==> src/rtl/fp_mult_dg_feeder.sv <==
// rtl/fp_mult_dg_feeder.sv - two-stage operand/result feeder for a data-gated FP multiplier
// Optional sticky exception register built when FP_MULT_FEEDER_STICKY_EN is defined.
module fp_mult_dg_feeder #(
  parameter int sig_width = 23,
  parameter int exp_width = 8
) (
  input  logic                           clk,
  input  logic                           rst_n,
  input  logic                           in_valid,
  output logic                           in_ready,
  input  logic [sig_width+exp_width:0]   in_a,
  input  logic [sig_width+exp_width:0]   in_b,
  input  logic [2:0]                     in_rnd,
  output logic [sig_width+exp_width:0]   mul_a,
  output logic [sig_width+exp_width:0]   mul_b,
  output logic [2:0]                     mul_rnd,
  output logic                           mul_dg_ctrl,
  input  logic [sig_width+exp_width:0]   mul_z,
  input  logic [7:0]                     mul_status,
  output logic                           out_valid,
  input  logic                           out_ready,
  output logic [sig_width+exp_width:0]   out_z,
  output logic [7:0]                     out_status,
  input  logic                           sticky_clr,
  output logic [7:0]                     sticky_status
);
  localparam int W = sig_width + exp_width + 1;

  logic         s1_valid;
  logic [W-1:0] s1_a;
  logic [W-1:0] s1_b;
  logic [2:0]   s1_rnd;
  logic         s2_free;
  logic         advance;
  logic         accept;

  assign s2_free  = !out_valid || out_ready;
  assign advance  = s1_valid && s2_free;
  assign in_ready = !s1_valid || s2_free;
  assign accept   = in_valid && in_ready;

  // Operand registers only load on accept so the gated multiplier inputs stay quiet when idle.
  assign mul_a       = s1_a;
  assign mul_b       = s1_b;
  assign mul_rnd     = s1_rnd;
  assign mul_dg_ctrl = s1_valid;

  always_ff @(posedge clk or negedge rst_n) begin
    if (!rst_n) begin
      s1_valid <= 1'b0;
      s1_a     <= '0;
      s1_b     <= '0;
      s1_rnd   <= 3'd0;
    end else begin
      s1_valid <= accept || (s1_valid && !advance);
      if (accept) begin
        s1_a   <= in_a;
        s1_b   <= in_b;
        s1_rnd <= in_rnd;
      end
    end
  end

  always_ff @(posedge clk or negedge rst_n) begin
    if (!rst_n) begin
      out_valid  <= 1'b0;
      out_z      <= '0;
      out_status <= 8'h00;
    end else if (advance) begin
      out_valid  <= 1'b1;
      out_z      <= mul_z;
      out_status <= mul_status;
    end else if (out_ready) begin
      out_valid  <= 1'b0;
    end
  end

`ifdef FP_MULT_FEEDER_STICKY_EN
  logic [7:0] sticky_q;

  // A clear coinciding with an advance keeps only the newly captured flags.
  always_ff @(posedge clk or negedge rst_n) begin
    if (!rst_n) begin
      sticky_q <= 8'h00;
    end else if (sticky_clr) begin
      sticky_q <= advance ? mul_status : 8'h00;
    end else if (advance) begin
      sticky_q <= sticky_q | mul_status;
    end
  end

  assign sticky_status = sticky_q;
`else
  logic unused_sticky_clr;
  assign unused_sticky_clr = sticky_clr;
  assign sticky_status     = 8'h00;
`endif

endmodule

==> config.mk <==
export PLATFORM = sky130hd
export DESIGN_NAME = fp_mult_dg_feeder
export DESIGN_NICKNAME = d
export VERILOG_FILES = /design/src/rtl/fp_mult_dg_feeder.sv
export SDC_FILE = /design/constraint.sdc
export NUM_CORES = 1
export LEC_CHECK = 0
export BUFFER_PORTS_ARGS = -buffer_cell sky130_fd_sc_hd__buf_2
export CELL_PAD_IN_SITES_DETAIL_PLACEMENT = 0
export CELL_PAD_IN_SITES_GLOBAL_PLACEMENT = 1
export CORE_AREA = 2 2 114 116
export DETAILED_ROUTE_END_ITERATION = 12
export DIE_AREA = 0 0 116 118
export MAX_ROUTING_LAYER = met4
export PLACE_DENSITY_LB_ADDON = 0.1
export SYNTH_ARGS = -nofsm -noshare
export SYNTH_HDL_FRONTEND = slang
export SYNTH_SLANG_ARGS = --single-unit
export TNS_END_PERCENT = 5
==> constraint.sdc <==
create_clock -name clk -period 3.25 [get_ports clk]
set_input_delay 0.1625 -clock clk [delete_from_list [all_inputs] [get_ports clk]]
set_output_delay 0.1625 -clock clk [all_outputs]
set_load 0.03 [all_outputs]
# Word-level counts from Yosys, hierarchy flattened
# Cells that the tools add are included.
dict set report word_totals {
  regBits 109
  input_bits 112
  word_cells 19
}
dict set report op_classes {
  n_mux 2
  n_reduce_logical 10
}
# cell count
set ops {}
lappend ops {{$logic_and A1 B1 Y1} 3}
lappend ops {{$logic_not A1 Y1} 3}
lappend ops {{$logic_or A1 B1 Y1} 3}
lappend ops {{$mux W1} 2}
lappend ops {{$reduce_bool A2 Y1} 1}

# Logic depth before layout (Yosys ltp)
dict set report depth {
  word_depth 6
  mapped_depth 5
  ltp_nobuf 3
}

# Worst setup path after synthesis
# OpenSTA, ideal clock, no wires.
dict set report synth_timing {
  kind {reg2reg}
  from {reg out_valid}
  to {reg s1_a[0] (netlist: mul_a[0])}
  t_arrival_ns 1.483
  t_required_ns 3.125
  path_slack_ns 1.642
  path_stages_with_launch 6
  path_buffers 2
  period_less_slack_ns 1.608
  cell_sequence {dfrtp_1 nand3b_4 nand2_4 buf_6 buf_12 mux2_4}
}
dict set report synth_between {
  elab_chain_len 4
}
# item line
set synth_lines {}
lappend synth_lines {{from (decl)} 20} ;# output logic out_valid,
lappend synth_lines {{from (signal assigned)} 66} ;# out_valid <= 1'b0;
lappend synth_lines {{from (signal assigned)} 70} ;# out_valid <= 1'b1;
lappend synth_lines {{from (signal assigned)} 74} ;# out_valid <= 1'b0;
lappend synth_lines {{$logic_not A1 Y1} 37} ;# assign s2_free = !out_valid || out_ready;
lappend synth_lines {{$logic_or A1 B1 Y1} 37}
lappend synth_lines {{$logic_or A1 B1 Y1} 39} ;# assign in_ready = !s1_valid || s2_free;
lappend synth_lines {{named net in_ready} 10} ;# output logic in_ready,
lappend synth_lines {{$logic_and A1 B1 Y1} 40} ;# assign accept = in_valid && in_ready;
lappend synth_lines {{to (signal assigned)} 57} ;# s1_a <= in_a;
lappend synth_lines {{to (decl)} 30} ;# logic [W-1:0] s1_a;
# The timed path passes the listed nets, and every way through them passes these cells.
# A chain may end at the register's enable or synchronous reset.

# Worst setup path in the final report
dict set report layout_timing {
  from {reg s1_valid (netlist: mul_dg_ctrl)}
  to {reg s1_a[31] (netlist: mul_a[31])}
}
dict set report layout_between {
  elab_chain_len 3
}
# item line
set layout_lines {}
lappend layout_lines {{from (decl)} 29} ;# logic s1_valid;
lappend layout_lines {{from (signal assigned)} 55} ;# s1_valid <= accept || (s1_valid && !advance);
lappend layout_lines {{$logic_not A1 Y1} 39}
lappend layout_lines {{$logic_or A1 B1 Y1} 39}
lappend layout_lines {{$logic_and A1 B1 Y1} 40}
# No other way between the ends.

==> results.tsv <==
metric	value	unit
Critical Path Source Type	flip-flop	
nets	575	
vias post-DR	2735	
maximum vdd ir drop	0.251	mV
arrival time worst endpoint	2.13	ns
row cnt	41	
leakage	2.91	nW
post-CTS setup buffers	0	
XOR/XNOR share of the synthesized area	0	%
I/O Pins	230	
clock latency on the worst-skew pair	0.34	ns
synthesized area	0.00429	mm^2
Power Density	658	mW/mm^2
first-pass iteration count of the detailed router	4	
drc violations	0	
Placer Congestion	0.711	
DR vias/cell	4.28	
initial antenna violation count	0	
CP required	3.47	ns
total gr overflow	0	
Min-Delay Endpoint	mul_a[1]	
synthesized instance count	242	
Ys Warns	0	
register area	0.00273	mm^2
RSZ-0062 raised after global routing	no	
skew final	0.00700	ns
register bit count reported by yosys	109	
sequential fraction of the synthesis area	63.6	%
Worst-path clk slew	0.07	ns
Internal Pwr Total	0.00256	W
logic gate share of total power	29.0	%
Die W	116	um
Hold WC Path Type	in -> reg	
Syn-to-layout area delta	34.4	%
largest net degree at the start of global routing	68	
post-DP HPWL	6810	um
Port Buffers	220	
Hold Startpoint	in_a[1]	
FF-to-FF End	mul_a[31]	
wire per inst	14.5	um
combinational family with the most area after synthesis	multiplexers	
sequential share of power	43.8	%
WL final	9300	um
Worst Path Max Fanout	67	
total negative slack	0	ns
Worst R2R Start	mul_dg_ctrl	
Worst Reg-to-Reg Cells	3	
# setup viols final	0	
Initial Utilization	34.5	%
Mapped Avg Cell Area	17.7	um^2
crit path time final	1.91	ns
CTS Root Cell	clkbuf_16	
GRT Util Overall	14.1	%
Multi-input gate area	0.00140	mm^2
first-pass GRT wire length	14400	um
WHS Path Cells	2	
fin area	0.00576	mm^2
adder-cell area share of the yosys netlist	0	%
share of layout cells above drive strength 1	73.7	%
overall power	0.00379	W
Pins Over Slew Limit	0	
H-tree Lvls	3	
Filler cells	1195	
Sw Ratio	32.5	%
maxcap violations	0	
Least-Margin Pin Slew	1.06	ns
crit share post-route	58.7	%
# diodes	0	
NetSw	0.00123	W
worst-case clock buffer depth	2	
CTS tree	done	
die height	118	um
highest clock rate	0.525	GHz
Synth cell types	11	
number of global-route vias before repair	2850	
Setup CP Type	reg -> reg	
Final Hold Fails	0	
Placed Area	0.00547	mm^2
TritonCTS buffer count	9	
Slew HR	29.6	%
DIE AREA	0.0137	mm^2
compound-cell area share of the yosys netlist	0	%
CTS Sinks	109	
1st-iter DRT viols	91	
commonest cells after routing, fill and taps aside	219 x buf_2, 109 x dfrtp_1, 77 x mux2_2	
core area	0.0124	mm^2
mux contribution to synthesized area	30.7	%
CP Capture Type	flip-flop	
r2r setup slk	1.34	ns
worst hold slack	0.0469	ns
Simple-Gate Fraction of Synth Area	1.26	%
clock share of power	27.2	%
commonest non-fill, non-tap cell in the layout	buf_2	
Antenna Nets Post-Route	0	
outcome	finished clean	
==> worst max path at each step <==
stage,to,depth (start not counted),start,slack [ns]
floorplan,mul_a[0],5,out_valid,1.64
global placement,mul_a[31],3,mul_dg_ctrl,1.37
detailed placement,mul_rnd[1],3,mul_dg_ctrl,1.33
CTS,mul_a[31],3,mul_dg_ctrl,1.32
global route,mul_a[31],3,mul_dg_ctrl,1.24
finish,mul_a[31],3,mul_dg_ctrl,1.34
==> cell usage after synthesis (all sizes together) <==
library cell	number	area share (%)
buf	19	4.3
conb	1	0.087
dfrtp	109	64
mux2	107	31
nand2	2	0.35
nand2b	3	0.44
nand3b	1	0.47
==> power by group through the flow <==
stage,combinational (W),sequential (W),clock (W)
floorplan,0.000333,0.00212,0
global placement,0.00111,0.00168,0
detailed placement,0.00111,0.00169,0
CTS,0.00112,0.00166,0.00108
global route,0.00116,0.00169,0.00113
finish,0.00110,0.00166,0.00103
==> sequential cells by signal (all words and copies together) (netlist names) <==
name         flops
mul_a           32
mul_b           32
mul_dg_ctrl      1
mul_rnd          3
out_status       8
out_valid        1
out_z           32
==> timing repair <==
item,4_1_cts,5_1_grt
resized for setup,0,0
endpoints found under the hold margin,54,0
hold buffers,1,0
==> final cells by class <==
type / count / share of cell area (%)
clock buffers: 14 / 4.76
clock inverters: 1 / 0.0869
multi-input cells: 121 / 24.4
flip-flops and latches: 109 / 47.4
repair buffers: 222 / 19.7
well taps: 172 / 3.74
==> metal layers <==
layer  GRT usage (%)  vias to the layer above  share of wire (%)
met5               -                        -                  0
met4            6.62                        0                2.1
met3            4.38                       12                9.2
met2            21.0                      138                 46
met1            17.4                     1324                 42
li1                -                     1261                  -
==> metrics by stage <==
step / util [%] / worst slack (ns) / cells
floorplan: - / 1.64 / 249
global placement: 44.1 / 1.37 / 623
detailed placement: 44.1 / 1.33 / 623
CTS: 46.4 / 1.32 / 639
global route: 46.4 / 1.24 / 639
finish: 46.4 / 1.34 / 639
==> critical path, cell delays in order, from the launching register on <==
cell	delay, ns
dfrtp_1	0.43
nand3b_4	0.12
nand2_4	0.76
mux2_2	0.42
==> logic make-up after synthesis <==
logic type | Yosys count
other cells | 1
buf+inv | 19
mux | 107
flops | 109
simple gates | 6
(Power assumes the default switching activity.)
